===== src/rtl/mult_pipe_if.sv =====
// mult_pipe_if: operand/result handshake bundle for mult_pipe.
// Operand channel: a transfer happens on a rising clk edge where in_valid && in_ready.
// Result channel:  a transfer happens on a rising clk edge where out_valid && out_ready.
// in_valid/operands are ignored while in_ready is low; p_out/sat_out are stable while out_valid && !out_ready.
interface mult_pipe_if #(
    parameter int A_W = 10,
    parameter int B_W = 9,
    parameter int P_W = 19
) ();
    logic           in_valid;
    logic           in_ready;
    logic [A_W-1:0] a_in;
    logic [B_W-1:0] b_in;
    logic           signed_in;
    logic [P_W-1:0] p_out;
    logic           sat_out;
    logic           out_valid;
    logic           out_ready;

    // Producer / consumer side (testbench or upstream logic)
    modport master (
        output in_valid, a_in, b_in, signed_in, out_ready,
        input  in_ready, p_out, sat_out, out_valid
    );

    // Multiplier side
    modport slave (
        input  in_valid, a_in, b_in, signed_in, out_ready,
        output in_ready, p_out, sat_out, out_valid
    );
endinterface


===== src/rtl/mult_pipe.sv =====
// mult_pipe: pipelined signed/unsigned multiplier with right shift and saturation.
// The full product is formed, optionally rounded, shifted and saturated in front of
// stage 0; the LAT stages then carry {valid, result, sat} with a global advance enable.
// Optional feature macro: MULT_ROUND_EN (round-half-up before the shift).
module mult_pipe #(
    parameter int A_W   = 10,
    parameter int B_W   = 9,
    parameter int P_W   = 19,
    parameter int SHIFT = 0,
    parameter int LAT   = 3
) (
    input  logic        clk,
    input  logic        rst,
    mult_pipe_if.slave  bus
);
    localparam int FW = A_W + B_W;
    // Two guard bits: one for the sign of unsigned values, one for the rounding carry.
    localparam int SW = FW + 2;

    localparam logic [SW-1:0] ONE  = SW'(1);
    localparam logic [SW-1:0] SMAX = (ONE << (P_W - 1)) - ONE;
    localparam logic [SW-1:0] SMIN = ~SMAX;
    localparam logic [SW-1:0] UMAX = (ONE << P_W) - ONE;
`ifdef MULT_ROUND_EN
    // Half an output LSB; zero when SHIFT = 0 so rounding is a no-op there.
    localparam logic [SW-1:0] RND  = (ONE << SHIFT) >> 1;
`else
    localparam logic [SW-1:0] RND  = '0;
`endif

    // Reject illegal configurations at elaboration.
    if (A_W < 1 || B_W < 1) begin : g_bad_ab
        $error("mult_pipe: A_W and B_W must be >= 1");
    end
    if (P_W < 1 || P_W > FW) begin : g_bad_pw
        $error("mult_pipe: P_W must be in 1..A_W+B_W");
    end
    if (SHIFT < 0 || SHIFT > FW - 1) begin : g_bad_shift
        $error("mult_pipe: SHIFT must be in 0..A_W+B_W-1");
    end
    if (LAT < 1) begin : g_bad_lat
        $error("mult_pipe: LAT must be >= 1");
    end

    logic [FW-1:0]  w_a_ext;
    logic [FW-1:0]  w_b_ext;
    logic [FW-1:0]  w_f;
    logic [SW-1:0]  w_f_x;
    logic [SW-1:0]  w_r;
    logic [SW-1:0]  w_s;
    logic [P_W-1:0] w_p;
    logic           w_sat;
    logic           w_en;

    logic           r_vld [LAT];
    logic [P_W-1:0] r_p   [LAT];
    logic           r_sat [LAT];

    // The whole pipe moves unless the output holds a result nobody has taken.
    assign w_en         = !r_vld[LAT-1] || bus.out_ready;
    assign bus.in_ready = w_en;

    // Multiply at full width, round, shift and clamp to the output range.
    always_comb begin
        w_a_ext = bus.signed_in ? {{B_W{bus.a_in[A_W-1]}}, bus.a_in} : {{B_W{1'b0}}, bus.a_in};
        w_b_ext = bus.signed_in ? {{A_W{bus.b_in[B_W-1]}}, bus.b_in} : {{A_W{1'b0}}, bus.b_in};
        // Low FW bits of the extended product are exact for both signednesses.
        w_f     = w_a_ext * w_b_ext;
        w_f_x   = {{2{bus.signed_in & w_f[FW-1]}}, w_f};
        w_r     = w_f_x + RND;
        // Unsigned values carry zero guard bits, so the arithmetic shift acts as logical.
        w_s     = $signed(w_r) >>> SHIFT;
        w_p     = w_s[P_W-1:0];
        w_sat   = 1'b0;
        if (bus.signed_in) begin
            if ($signed(w_s) > $signed(SMAX)) begin
                w_p   = SMAX[P_W-1:0];
                w_sat = 1'b1;
            end else if ($signed(w_s) < $signed(SMIN)) begin
                w_p   = SMIN[P_W-1:0];
                w_sat = 1'b1;
            end
        end else if (w_s > UMAX) begin
            w_p   = UMAX[P_W-1:0];
            w_sat = 1'b1;
        end
    end

    // Shift all stages together; data only moves with a valid entry so bubbles keep the last result.
    always_ff @(posedge clk or posedge rst) begin
        if (rst) begin
            for (int i = 0; i < LAT; i++) begin
                r_vld[i] <= 1'b0;
                r_p[i]   <= '0;
                r_sat[i] <= 1'b0;
            end
        end else if (w_en) begin
            r_vld[0] <= bus.in_valid;
            if (bus.in_valid) begin
                r_p[0]   <= w_p;
                r_sat[0] <= w_sat;
            end
            for (int i = 1; i < LAT; i++) begin
                r_vld[i] <= r_vld[i-1];
                if (r_vld[i-1]) begin
                    r_p[i]   <= r_p[i-1];
                    r_sat[i] <= r_sat[i-1];
                end
            end
        end
    end

    assign bus.out_valid = r_vld[LAT-1];
    assign bus.p_out     = r_p[LAT-1];
    assign bus.sat_out   = r_sat[LAT-1];
endmodule


===== src/flat_wrapper.sv =====
// flat-port wrapper written by rule: the top's interface ports become plain ports
module mult_pipe_flat 
#(
    parameter int A_W   = 10,
    parameter int B_W   = 9,
    parameter int P_W   = 19,
    parameter int SHIFT = 0,
    parameter int LAT   = 3
)
  (clk, rst, bus_in_valid, bus_a_in, bus_b_in, bus_signed_in, bus_out_ready, bus_in_ready, bus_p_out, bus_sat_out, bus_out_valid);
  mult_pipe_if #(.A_W(A_W), .B_W(B_W), .P_W(P_W)) bus_i ();
  input  logic clk;
  input  logic rst;
  input wire logic [$bits(bus_i.in_valid)-1:0] bus_in_valid;
  input wire logic [$bits(bus_i.a_in)-1:0] bus_a_in;
  input wire logic [$bits(bus_i.b_in)-1:0] bus_b_in;
  input wire logic [$bits(bus_i.signed_in)-1:0] bus_signed_in;
  input wire logic [$bits(bus_i.out_ready)-1:0] bus_out_ready;
  output wire logic [$bits(bus_i.in_ready)-1:0] bus_in_ready;
  output wire logic [$bits(bus_i.p_out)-1:0] bus_p_out;
  output wire logic [$bits(bus_i.sat_out)-1:0] bus_sat_out;
  output wire logic [$bits(bus_i.out_valid)-1:0] bus_out_valid;
  assign bus_i.in_valid = bus_in_valid;
  assign bus_i.a_in = bus_a_in;
  assign bus_i.b_in = bus_b_in;
  assign bus_i.signed_in = bus_signed_in;
  assign bus_i.out_ready = bus_out_ready;
  assign bus_in_ready = bus_i.in_ready;
  assign bus_p_out = bus_i.p_out;
  assign bus_sat_out = bus_i.sat_out;
  assign bus_out_valid = bus_i.out_valid;
  mult_pipe #(.A_W(A_W), .B_W(B_W), .P_W(P_W), .SHIFT(SHIFT), .LAT(LAT)) u_core (.clk(clk), .rst(rst), .bus(bus_i));
endmodule

===== config.mk =====
export PLATFORM = sky130hd
export DESIGN_NAME = mult_pipe_flat
export DESIGN_NICKNAME = d
export VERILOG_FILES = /design/src/rtl/mult_pipe_if.sv /design/src/rtl/mult_pipe.sv /design/src/flat_wrapper.sv
export SDC_FILE = /design/constraint.sdc
export NUM_CORES = 1
export LEC_CHECK = 0
export ABC_AREA = 0
export ABC_CLOCK_PERIOD_IN_PS = 3100
export BUFFER_PORTS_ARGS = -buffer_cell sky130_fd_sc_hd__buf_4
export CAP_MARGIN = 30
export CORE_ASPECT_RATIO = 0.9
export CORE_MARGIN = 2
export CORE_UTILIZATION = 55
export DETAILED_ROUTE_END_ITERATION = 8
export GPL_TIMING_DRIVEN = 0
export PLACE_DENSITY = 0.73
export SYNTH_ARGS = -nofsm -noshare
export SYNTH_HDL_FRONTEND = slang
export SYNTH_SLANG_ARGS = --single-unit

===== constraint.sdc =====
create_clock -name clk -period 3.1 [get_ports clk]
set_clock_uncertainty 0.1 [all_clocks]
set_input_delay 0.31 -clock clk [delete_from_list [all_inputs] [get_ports clk]]
set_output_delay 0.31 -clock clk [all_outputs]
set_load 0.05 [all_outputs]

# Yosys cells after proc, flatten, opt, wreduce, memory -nomap -nowiden
# Index checks and enable logic that the tools add are counted.
# word_totals
ff_bits,63
input_bits,24
# classes
n_mul,1
mux,10
n_lt_le_gt_ge,3
reduce_logical,5
n_bitwise,1
# ops
operator,n
2-to-1 mux 19 bit,6
greater-than comparator 21 x 19 -> 1 bit (second input constant),1
greater-than comparator 20 x 19 -> 1 bit (second input constant),1
less-than comparator 20 x 19 -> 1 bit (second input constant),1
multiplier 19 x 19 -> 19 bit,1
AND reduction 2 bit,3
2-to-1 mux 1 bit,4
AND 1 bit,1
logical NOT 1 bit,1
logical OR 1 bit,1

# Depth between registers and ports, before layout
# Gate-level depths: netlist of the first run.
# depth
depth_word,7
depth_mapped,23
mapped_depth_nobuf,22

# Worst setup path after synthesis of the first run
# No wires, ideal clock.
# synth_path
path_type,input-to-reg
startpoint,input port bus_signed_in
endpoint,register u_core.r_p[54] (netlist bit)
setup_slack_ps,-2655
cell_stages,19
setup_time_ps,125
required_ps,2875
arrival_time_ps,5530
path_cell_list,clkbuf_1 and3_1 fa_1 fa_1 inv_1 fa_1 inv_1 fa_1 fa_1 inv_1 fa_1 inv_1 ha_1 a21o_1 a21o_1 a21o_1 a41o_1 xor2_1 mux2_2
# synth_between
elab_chain_len,7
word_cells_on_any_way,11
# synth_rtl
item,line,rtl
from (decl),flat_wrapper.sv:17,input wire logic [$bits(bus_i.signed_in)-1:0] bus_signed_in;
2-to-1 mux 19 bit (on tied branches),"mult_pipe.sv:65, mult_pipe.sv:66",
multiplier 19 x 19 -> 19 bit,mult_pipe.sv:68,w_f = w_a_ext * w_b_ext;
AND 1 bit,mult_pipe.sv:69,"w_f_x = {{2{bus.signed_in & w_f[FW-1]}}, w_f};"
less-than comparator 20 x 19 -> 1 bit,mult_pipe.sv:79,end else if ($signed(w_s) < $signed(SMIN)) begin
2-to-1 mux 19 bit,mult_pipe.sv:79,
2-to-1 mux 19 bit,mult_pipe.sv:76,if ($signed(w_s) > $signed(SMAX)) begin
2-to-1 mux 19 bit *,mult_pipe.sv:75,if (bus.signed_in) begin
"to (signal, indexed assignment)",mult_pipe.sv:106,r_p[i] <= r_p[i-1];
to (decl),mult_pipe.sv:56,logic [P_W-1:0] r_p [LAT];
# Mark *: on every way between the ends. The rest lies on a longest branch, timed or not.
# A chain may end at the register's enable or synchronous reset.

# Worst setup path in the final report of the first run
# layout_path
startpoint,input port bus_b_in[8]
endpoint,register u_core.r_p[54] (netlist bit)
# layout_between
elab_chain_len,7
word_cells_on_any_way,10
# layout_rtl
item,line,rtl
from (decl),flat_wrapper.sv:16,input wire logic [$bits(bus_i.b_in)-1:0] bus_b_in;
2-to-1 mux 19 bit *,mult_pipe.sv:66,"w_b_ext = bus.signed_in ? {{A_W{bus.b_in[B_W-1]}}, bus.b_in} : {{A_W{1'b0}}, bus.b_in};"
multiplier 19 x 19 -> 19 bit *,mult_pipe.sv:68,
AND 1 bit,mult_pipe.sv:69,
less-than comparator 20 x 19 -> 1 bit,mult_pipe.sv:79,
2-to-1 mux 19 bit,mult_pipe.sv:79,
2-to-1 mux 19 bit,mult_pipe.sv:76,
2-to-1 mux 19 bit *,mult_pipe.sv:75,
# Marks and branches as above.

==> flow_summary.toml, run 1 <==
[timing]
final_max_slew_viol_count = 0
max_freq_mhz = 192.6
hold_viol_final = 0
slew_headroom = 0.5768
rsz0062_at_grt = "true"
fin_ws_ps = -2091
setup_viol = 15
tightestPinTransition_ps = 634.7
post-route-period-util = 1.675
fin_crit_ps = 5191

[detailed_routing]
antenna_left = 0
via_count = 5345
drt_iter0_markers = 300
drtPass1Iterations = 5
routed_via_density = 5.292
drc = 0
drt-total-wl_um = 17150
wire_per_inst_um = 16.98

[power]
power_density_nw_per_um2 = 1071
pwr-share-seq = 0.141
p_leak_nw = 4.722
power.switching_mw = 4.482
swShare = 0.4492
report.power.total_mw = 9.979
combPwrFrac = 0.767
p_int_mw = 5.497
clockPowerShare = 0.092
vdd_drop_max_mv = 0.7969

[run_status]
violations = "negative setup slack"
outcome = "finished, violations left"

[floorplan]
die-area_um2 = 14590
die_w_um = 127.1
die_y_um = 114.8
rows = 40
coreArea_um2 = 13310
io_pins = 46
start_util = 0.5633

[cells_and_area]
drive_gt1_frac = 0.3183
final_cell_mix = "inv_1 (151), fa_1 (96), buf_4 (86)"
stdcell_area_um2 = 9316
layout_commonest_cell = "inv_1"
layout.nets = 1035
syn_to_final_growth_pct = 24.25
antenna_cells = 0

[setup_path]
setup.worst_path.end_class = "flop"
cp_data_arrival_time_ps = 5300
crit_type = "input pin to flop"
crit_path_start_kind = "input pin"
required_ps = 3210
crit_fanout = 8

[logic_synthesis]
netlist_area_um2 = 7498
synthesis.nets = 949
ys_types = 38
synthSimpleGateAreaFrac = 0.1148
synth_warnings = 0
synth-seq-cells = 63
postSynthAreaPerCell_um2 = 9.985
synthMuxAreaShare = 0.06908
synth-edff-count = 0
seq_area_frac_synth = 0.2102
synthAdderAreaFrac = 0.3965
async_flop_share = 1.000
synth_compound_area_frac = 0.04172
netlist_instances = 751
synthFlopType = "dfrtp_1"
synth-xor-area-share = 0.04856
synth_top_family_by_area = "adder cells"

[cts]
cts-htree-levels = 3
cts_max_path_buffers = 2
clk_pin_slew_worst_paths_ps = 50
numCtsBuffers = 9
cts_tree = "built"
clk-insertion-delay-late_ps = 330
cts_root_buffer = "clkbuf_16"
cts_sinks = 63

[grt]
antenna_found_initial = 0
grt_usage = 0.2467
grt_max_degree = 47
grt_pass1_wl_um = 27940
overflow = 0
grt_pass1_vias = 5724

[placed_design]
port_buffers = 43
dpl_cell_area_um2 = 8418
place.gp.congestion = 0.9056
hpwl_um = 12770
dp_slack_ps = -2597

[worst_hold_path]
min_path_type = "flop to flop"

[flow_run]
drv_cap = 0
-- per-layer routing --
layer	vias to the layer above	global-route usage	share of wire
li1	2438	-	-
met1	2723	0.3348	0.43
met2	140	0.4122	0.50
met3	44	0.04560	0.043
met4	0	0.07179	0.026
met5	-	0	0
-- through the flow --
step           hold slack, ps    util  TNS, ps  instances
2_1_floorplan           336.5       -   -21250        751
3_3_place_gp            352.8  0.6308   -27770        962
3_5_place_dp            231.0  0.6323   -28500        963
4_1_cts                 383.1  0.6915   -22200       1007
5_1_grt                 408.9  0.6998   -23960       1010
6_report                388.0  0.6998   -22530       1010
-- flip-flops by register name, summed over array words and instances (netlist names) --
signal and count:
u_core.bus.p_out 19, u_core.r_p 38, u_core.r_vld 2, u_core.bus.sat_out 1
u_core.r_sat 2, u_core.bus.out_valid 1
-- critical path, stage by stage --
cell and delay, ps:
buf_4 140, clkbuf_8 140, clkbuf_8 130, buf_4 160, and2_1 150, ha_1 210
a31oi_2 190, fa_1 470, fa_1 510, inv_1 40, ha_1 320, fa_1 560
inv_2 40, fa_1 510, inv_2 50, ha_4 210, a21o_1 190, a21o_1 170
a21o_1 190, a41o_1 210, xor2_1 140, mux2_4 260
-- path summary, 6_finish.rpt --
path                                            from                   end  slack (ps)  cells after the start
worst max-delay path                     bus_b_in[8]        u_core.r_p[54]       -2090                     22
worst min-delay path                 u_core.r_vld[1]  u_core.bus.out_valid         390                      2
worst max register to register  u_core.bus.out_valid        u_core.r_p[41]         950                      5
worst min register to register       u_core.r_vld[1]  u_core.bus.out_valid         390                      2
max in group asynchronous                        rst        u_core.r_p[25]        1880                      4
min in group asynchronous                        rst  u_core.bus.p_out[10]         450                      3
-- power groups by stage --
| stage | Combinational (mW) | Clock [mW] | Sequential (mW) |
|---|---|---|---|
| 2_1_floorplan | 5.03 | 0 | 1.36 |
| 3_3_place_gp | 6.21 | 0 | 1.39 |
| 3_5_place_dp | 6.34 | 0 | 1.41 |
| 4_1_cts | 7.23 | 0.934 | 1.40 |
| 5_1_grt | 8.35 | 0.988 | 1.45 |
| 6_report | 7.65 | 0.919 | 1.41 |
-- cell usage after synthesis, drive strengths merged (2+ instances only) --
library cell,count,area share
nor3b,2,0.0020
and3,17,0.014
nand3,4,0.0033
o21bai,2,0.0020
mux2,46,0.069
clkbuf,30,0.015
nand2,52,0.026
buf,19,0.019
and2,68,0.057
nand2b,5,0.0042
inv,170,0.085
dfrtp,63,0.21
ha,68,0.11
fa,106,0.28
xnor2,27,0.032
a21oi,9,0.0065
nor2,7,0.0035
xor2,12,0.014
o21ai,18,0.012
a21o,10,0.010
a211oi,2,0.0020
-- repair_timing --
action	4_1_cts	5_1_grt
pin swaps	41	19
endpoints found under the setup margin	15	15
setup buffers	27	4
hold endpoints to repair	17	0
gates cloned	1	0
hold buffers	1	0
resized for setup	61	24
-- logic make-up (layout without fill, tap and decap cells) --
kind of cell	Yosys count	count (layout)
compound gates	49	49
xor+xnor	40	40
fa+ha+maj	174	174
buf+inv	219	310
flops	63	63
mux	46	46
simple gates	160	160
-- area by class of cell --
class,count,area (um^2)
plain buffers,48,479.2
clock buffers,12,256.5
clock inverters,4,20.02
fillers,963,3996
inverters,170,638.1
multi-input cells,469,5498
flip-flops and latches,63,1577
well taps,168,210.2
repair buffers,76,638.1
No activity file was read; power rests on OpenSTA's default activity.
==> run 2: changes to the inputs <==
Settings changed: CORE_MARGIN 2 to default.
==> flow_summary.toml, run 2 (synthesis results as in run 1) <==
[floorplan]
io_pins = 46
die_w_um = 125.1
die_y_um = 112.8
coreArea_um2 = 13310
start_util = 0.5633
rows = 40
die-area_um2 = 14110

[cells_and_area]
final_cell_mix = "inv_1 (151), fa_1 (94), buf_4 (89)"
nFillCells = 903
syn_to_final_growth_pct = 27.00
multi_input_area_um2 = 5543
drive_gt1_frac = 0.3474
layout.nets = 1048
regArea_um2 = 1577
largest_reg_flops = 38
antenna_cells = 0
largest_register = "u_core.r_p"
layout_commonest_cell = "inv_1"

[timing]
slew_headroom = 0.5598
post-route-period-util = 1.685
fin_ws_ps = -2123
hold_viol_final = 0
fin_crit_ps = 5223
final_max_slew_viol_count = 0
max_freq_mhz = 191.5
rsz0062_at_grt = "true"
tns_ps = -24080
setup_viol = 15
timing.hold.ws_ps = 385.8
tightestPinTransition_ps = 660.4

[setup_path]
cp_num_cells = 19
crit_chain = "buf_12 > clkbuf_16 > and2_4 > fa_1 > fa_1 > inv_1 > fa_1 > inv_1 > fa_1 > inv_2 > fa_1 > fa_1 > inv_2 > ha_4 > a21o_1 > a221o_1 > a311oi_2 > xor2_1 > o21ai_1"
crit_buf_inv = 6
worst-r2r-cell-count = 5
crit_fanout = 8
slowest_stage = "fa_1"
cp_top_family = "adder cells"
required_ps = 3200
crit_type = "input pin to flop"
cpPeakStageDelay_ps = 530
crit_path_start_kind = "input pin"
setup.worst_path.end_class = "flop"
crit_top_cell = "fa_1"
cp_data_arrival_time_ps = 5330

[power]
report.power.total_mw = 10.85
power.switching_mw = 4.825
pwr-share-seq = 0.130
combPwrFrac = 0.781
p_int_mw = 6.024
clockPowerShare = 0.089
power_density_nw_per_um2 = 1139
vdd_drop_max_mv = 0.9027
p_leak_nw = 4.797
swShare = 0.4448

[placed_design]
hpwl_um = 12730
place.gp.congestion = 0.9012
dp_slack_ps = -2606
port_buffers = 43

[cts]
cts_max_path_buffers = 2
cts_tree = "built"
clk_pin_slew_worst_paths_ps = 50
cts_sinks = 63
cts_root_buffer = "clkbuf_16"
cts-htree-levels = 3
numCtsBuffers = 9
clk-insertion-delay-late_ps = 330

[detailed_routing]
drt-total-wl_um = 17260
wire_per_inst_um = 16.87
drt_iter0_markers = 294
via_count = 5380
drc = 0
antenna_left = 0
drtPass1Iterations = 8
routed_via_density = 5.259

[grt]
grt_pass1_vias = 5800
grt_max_degree = 47
grt_pass1_wl_um = 28260
overflow = 0
antenna_found_initial = 0
grt_usage = 0.2597

[flow_run]
drv_cap = 0

[worst_hold_path]
whs_path_depth = 2
min_path_type = "flop to flop"

[run_status]
violations = "negative setup slack"
outcome = "finished, violations left"
==> run 2: cell count changes in the layout (fill, tap and decap cells not counted), sizes merged <==
cell,before,now
clkbuf,39,36
clkinv,4,2
clkinvlp,0,2
buf,96,112
==> run 2: layout make-up <==
cell class / instances / share of cell area
Sequential cell: 63 / 0.1655
Inverter: 170 / 0.06701
Buffer: 47 / 0.04822
Clock inverter: 4 / 0.003022
Tap cell: 168 / 0.02207
Clock buffer: 12 / 0.02799
Multi-Input combinational cell: 469 / 0.5821
Timing Repair Buffer: 90 / 0.08409
==> run 2: power by group through the flow <==
stage               clock network [mW]  logic, mW  registers [mW]
CTS                              0.982       7.44            1.40
detailed placement                   0       6.39            1.41
global route                      1.02       9.20            1.45
global placement                     0       6.21            1.39
finish                           0.966       8.48            1.41
floorplan                            0       5.03            1.36
==> run 2: worst min-delay path: stages (launching register included) <==
cell and delay (ps):
dfrtp_1 340, nand2_1 50, o21ai_1 60
==> run 2: path summary, 6_finish.rpt <==
kind                                       from                    to  slack (ps)
min in group asynchronous                   rst  u_core.bus.p_out[13]         440
max in group asynchronous                   rst   u_core.bus.p_out[5]        1890
hold / removal                   u_core.r_p[52]        u_core.r_p[52]         390
setup reg to reg           u_core.bus.out_valid        u_core.r_p[54]         900
setup / recovery                    bus_a_in[9]        u_core.r_p[55]       -2120
hold reg to reg                  u_core.r_p[52]        u_core.r_p[52]         390
==> run 2: per-stage QoR <==
| stage | utilization | std cells | instance area [um^2] |
|---|---|---|---|
| after floorplan | - | 751 | 7865 |
| after CTS | 0.6960 | 1008 | 9265 |
| after global routing | 0.7153 | 1023 | 9523 |
| after global placement | 0.6308 | 962 | 8398 |
| after detailed placement | 0.6323 | 963 | 8418 |
| final | 0.7153 | 1023 | 9523 |
==> run 2: per-layer routing <==
| layer | vias to the layer above | GRT usage | share of wire |
|---|---|---|---|
| met5 | - | 0 | 0 |
| met4 | 0 | 0.07480 | 0.014 |
| met3 | 27 | 0.05532 | 0.051 |
| met2 | 137 | 0.4328 | 0.51 |
| met1 | 2748 | 0.3457 | 0.42 |
| li1 | 2468 | - | - |
==> run 2: what timing repair did <==
| action | 4_1_cts | 5_1_grt |
|---|---|---|
| pin swaps | 47 | 58 |
| gates resized for setup | 64 | 43 |
| hold buffers | 1 | 0 |
| endpoints found under the hold margin | 17 | 0 |
| setup endpoints to repair | 15 | 15 |
| cloned | 0 | 0 |
| setup buffers | 29 | 16 |
==> run 3: changes to the inputs <==
Settings changed: ABC_CLOCK_PERIOD_IN_PS 3100 to 4500, PLACE_DENSITY 0.73 to 0.76.
Clock period 3.1 ns to 4.5 ns, I/O delays scaled along.
==> flow_summary.toml, run 3 (synthesis results as in run 1) <==
[detailed_routing]
drt_iter0_markers = 274
drc = 0
routed_via_density = 5.303
via_count = 5398
antenna_left = 0
wire_per_inst_um = 17.29
drtPass1Iterations = 6
drt-total-wl_um = 17600

[power]
pwr-share-seq = 0.136
p_int_mw = 3.894
vdd_drop_max_mv = 0.4767
p_leak_nw = 4.776
swShare = 0.4581
clockPowerShare = 0.088
power.switching_mw = 3.292
power_density_nw_per_um2 = 757.3
combPwrFrac = 0.776

[grt]
grt_pass1_vias = 5729
overflow = 0
grt_pass1_wl_um = 28200
grt_max_degree = 34
grt_usage = 0.2561
antenna_found_initial = 0

[setup_path]
crit_top_cell = "fa_1"
cp_data_arrival_time_ps = 5440
crit_buf_inv = 6
crit_chain = "buf_4 > clkbuf_16 > and2_4 > fa_2 > fa_1 > inv_1 > fa_1 > inv_1 > fa_1 > ha_1 > inv_2 > fa_1 > inv_2 > ha_4 > a21o_1 > a21o_1 > a221o_1 > a311oi_2 > xor2_1 > o21ai_1"
crit_path_start_kind = "input pin"
cp_top_family = "adder cells"
crit_fanout = 10
setup.worst_path.end_class = "flop"
slowest_stage = "fa_1"
required_ps = 4600
crit_type = "input pin to flop"
cpPeakStageDelay_ps = 540

[cells_and_area]
layout.nets = 1043
largest_reg_flops = 38
fin_cells = 1018
final_cell_mix = "inv_1 (149), fa_1 (92), buf_4 (87)"
layout_commonest_cell = "inv_1"
drive_gt1_frac = 0.3376
antenna_cells = 0
final_util = 0.7129
syn_to_final_growth_pct = 26.56
largest_register = "u_core.r_p"
nFillCells = 910

[floorplan]
start_util = 0.5633
io_pins = 46
die-area_um2 = 14110
rows = 40
coreArea_um2 = 13310
die_w_um = 125.1
die_y_um = 112.8

[timing]
tightestPinTransition_ps = 663.3
slew_headroom = 0.5572
setup_viol = 10
final_max_slew_viol_count = 0
max_freq_mhz = 187.0
hold_viol_final = 0
rsz0062_at_grt = "true"
timing.hold.ws_ps = 127.5
fin_ws_ps = -848.7
post-route-period-util = 1.189
fin_crit_ps = 5349

[placed_design]
dp_cells = 963
hpwl_um = 12760
dp_slack_ps = -1354
port_buffers = 43
place.gp.congestion = 0.8818

[flow_run]
drv_cap = 0

[cts]
cts-htree-levels = 3
clk_pin_slew_worst_paths_ps = 50
postCtsHoldBufs = 0
cts_max_path_buffers = 2
cts_root_buffer = "clkbuf_16"
cts_sinks = 63
numCtsBuffers = 9
cts_tree = "built"
clk-insertion-delay-late_ps = 320

[run_status]
violations = "negative setup slack"
outcome = "finished, violations left"

[worst_hold_path]
min_path_type = "input pin to asynchronous set/reset pin"
[run 3: cell count changes in the layout (fill, tap and decap cells not counted), sizes merged]
cell | previous run | this run
bufbuf | 0 | 1
clkbuf | 36 | 37
buf | 112 | 105
dlygate4sd3 | 1 | 0
clkinv | 2 | 3
[run 3: through the flow]
stage	power [mW]	setup TNS, ps	area [um^2]
6_report	7.187	-5528	9490
5_1_grt	7.704	-6785	9490
4_1_cts	6.701	-4934	9301
3_5_place_dp	5.331	-10780	8349
3_3_place_gp	5.213	-9879	8329
2_1_floorplan	4.381	-4602	7796
[run 3: power by group through the flow]
stage / Sequential (mW) / Clock (mW) / Combinational, mW
after floorplan: 0.937 / 0 / 3.44
after global placement: 0.959 / 0 / 4.25
after detailed placement: 0.977 / 0 / 4.35
after CTS: 0.973 / 0.637 / 5.09
after global routing: 1.00 / 0.666 / 6.03
final: 0.974 / 0.633 / 5.58
[run 3: final timing paths]
check | cells past startpoint | startpoint | slack [ps] | to
max in group asynchronous | 3 | rst | 3580 | u_core.r_p[54]
hold / removal | 2 | rst | 130 | u_core.bus.p_out[9]
setup reg to reg | 5 | u_core.bus.out_valid | 2470 | u_core.r_p[39]
setup / recovery | 20 | bus_b_in[5] | -850 | u_core.r_p[55]
min in group clk | 2 | u_core.r_vld[1] | 370 | u_core.bus.out_valid
hold reg to reg | 2 | u_core.r_vld[1] | 370 | u_core.bus.out_valid
[run 3: layer usage]
layer  vias to the layer above  track usage  part of all wire
li1                       2460            -                 -
met1                      2746       0.3204              0.40
met2                       149       0.4514              0.52
met3                        43      0.03499             0.040
met4                         0       0.1049             0.040
met5                         -            0                 0
[run 3: area by class of cell]
class / count / area [um^2] / share of cell area
multi-input combinational: 469 / 5514 / 0.5810
sequential: 63 / 1577 / 0.1661
timing repair buffer: 84 / 783.3 / 0.08253
inverter: 170 / 638.1 / 0.06724
buffer: 48 / 491.7 / 0.05181
clock buffer: 11 / 242.7 / 0.02558
tap: 168 / 210.2 / 0.02215
clock inverter: 5 / 33.78 / 0.003560
[run 3: worst reg2reg max path: stages (launching register included)]
cell and delay, ps:
dfrtp_1 350, nand2b_1 60, clkbuf_1 160, nand2_1 380, clkbuf_1 460, mux2_2 400
[run 3: repair_timing]
action | in CTS | in global routing
hold endpoints to repair | 0 | 0
setup buffers | 33 | 7
gates resized for setup | 83 | 36
endpoints found under the setup margin | 11 | 11
pin swaps | 64 | 27
gates cloned | 1 | 0
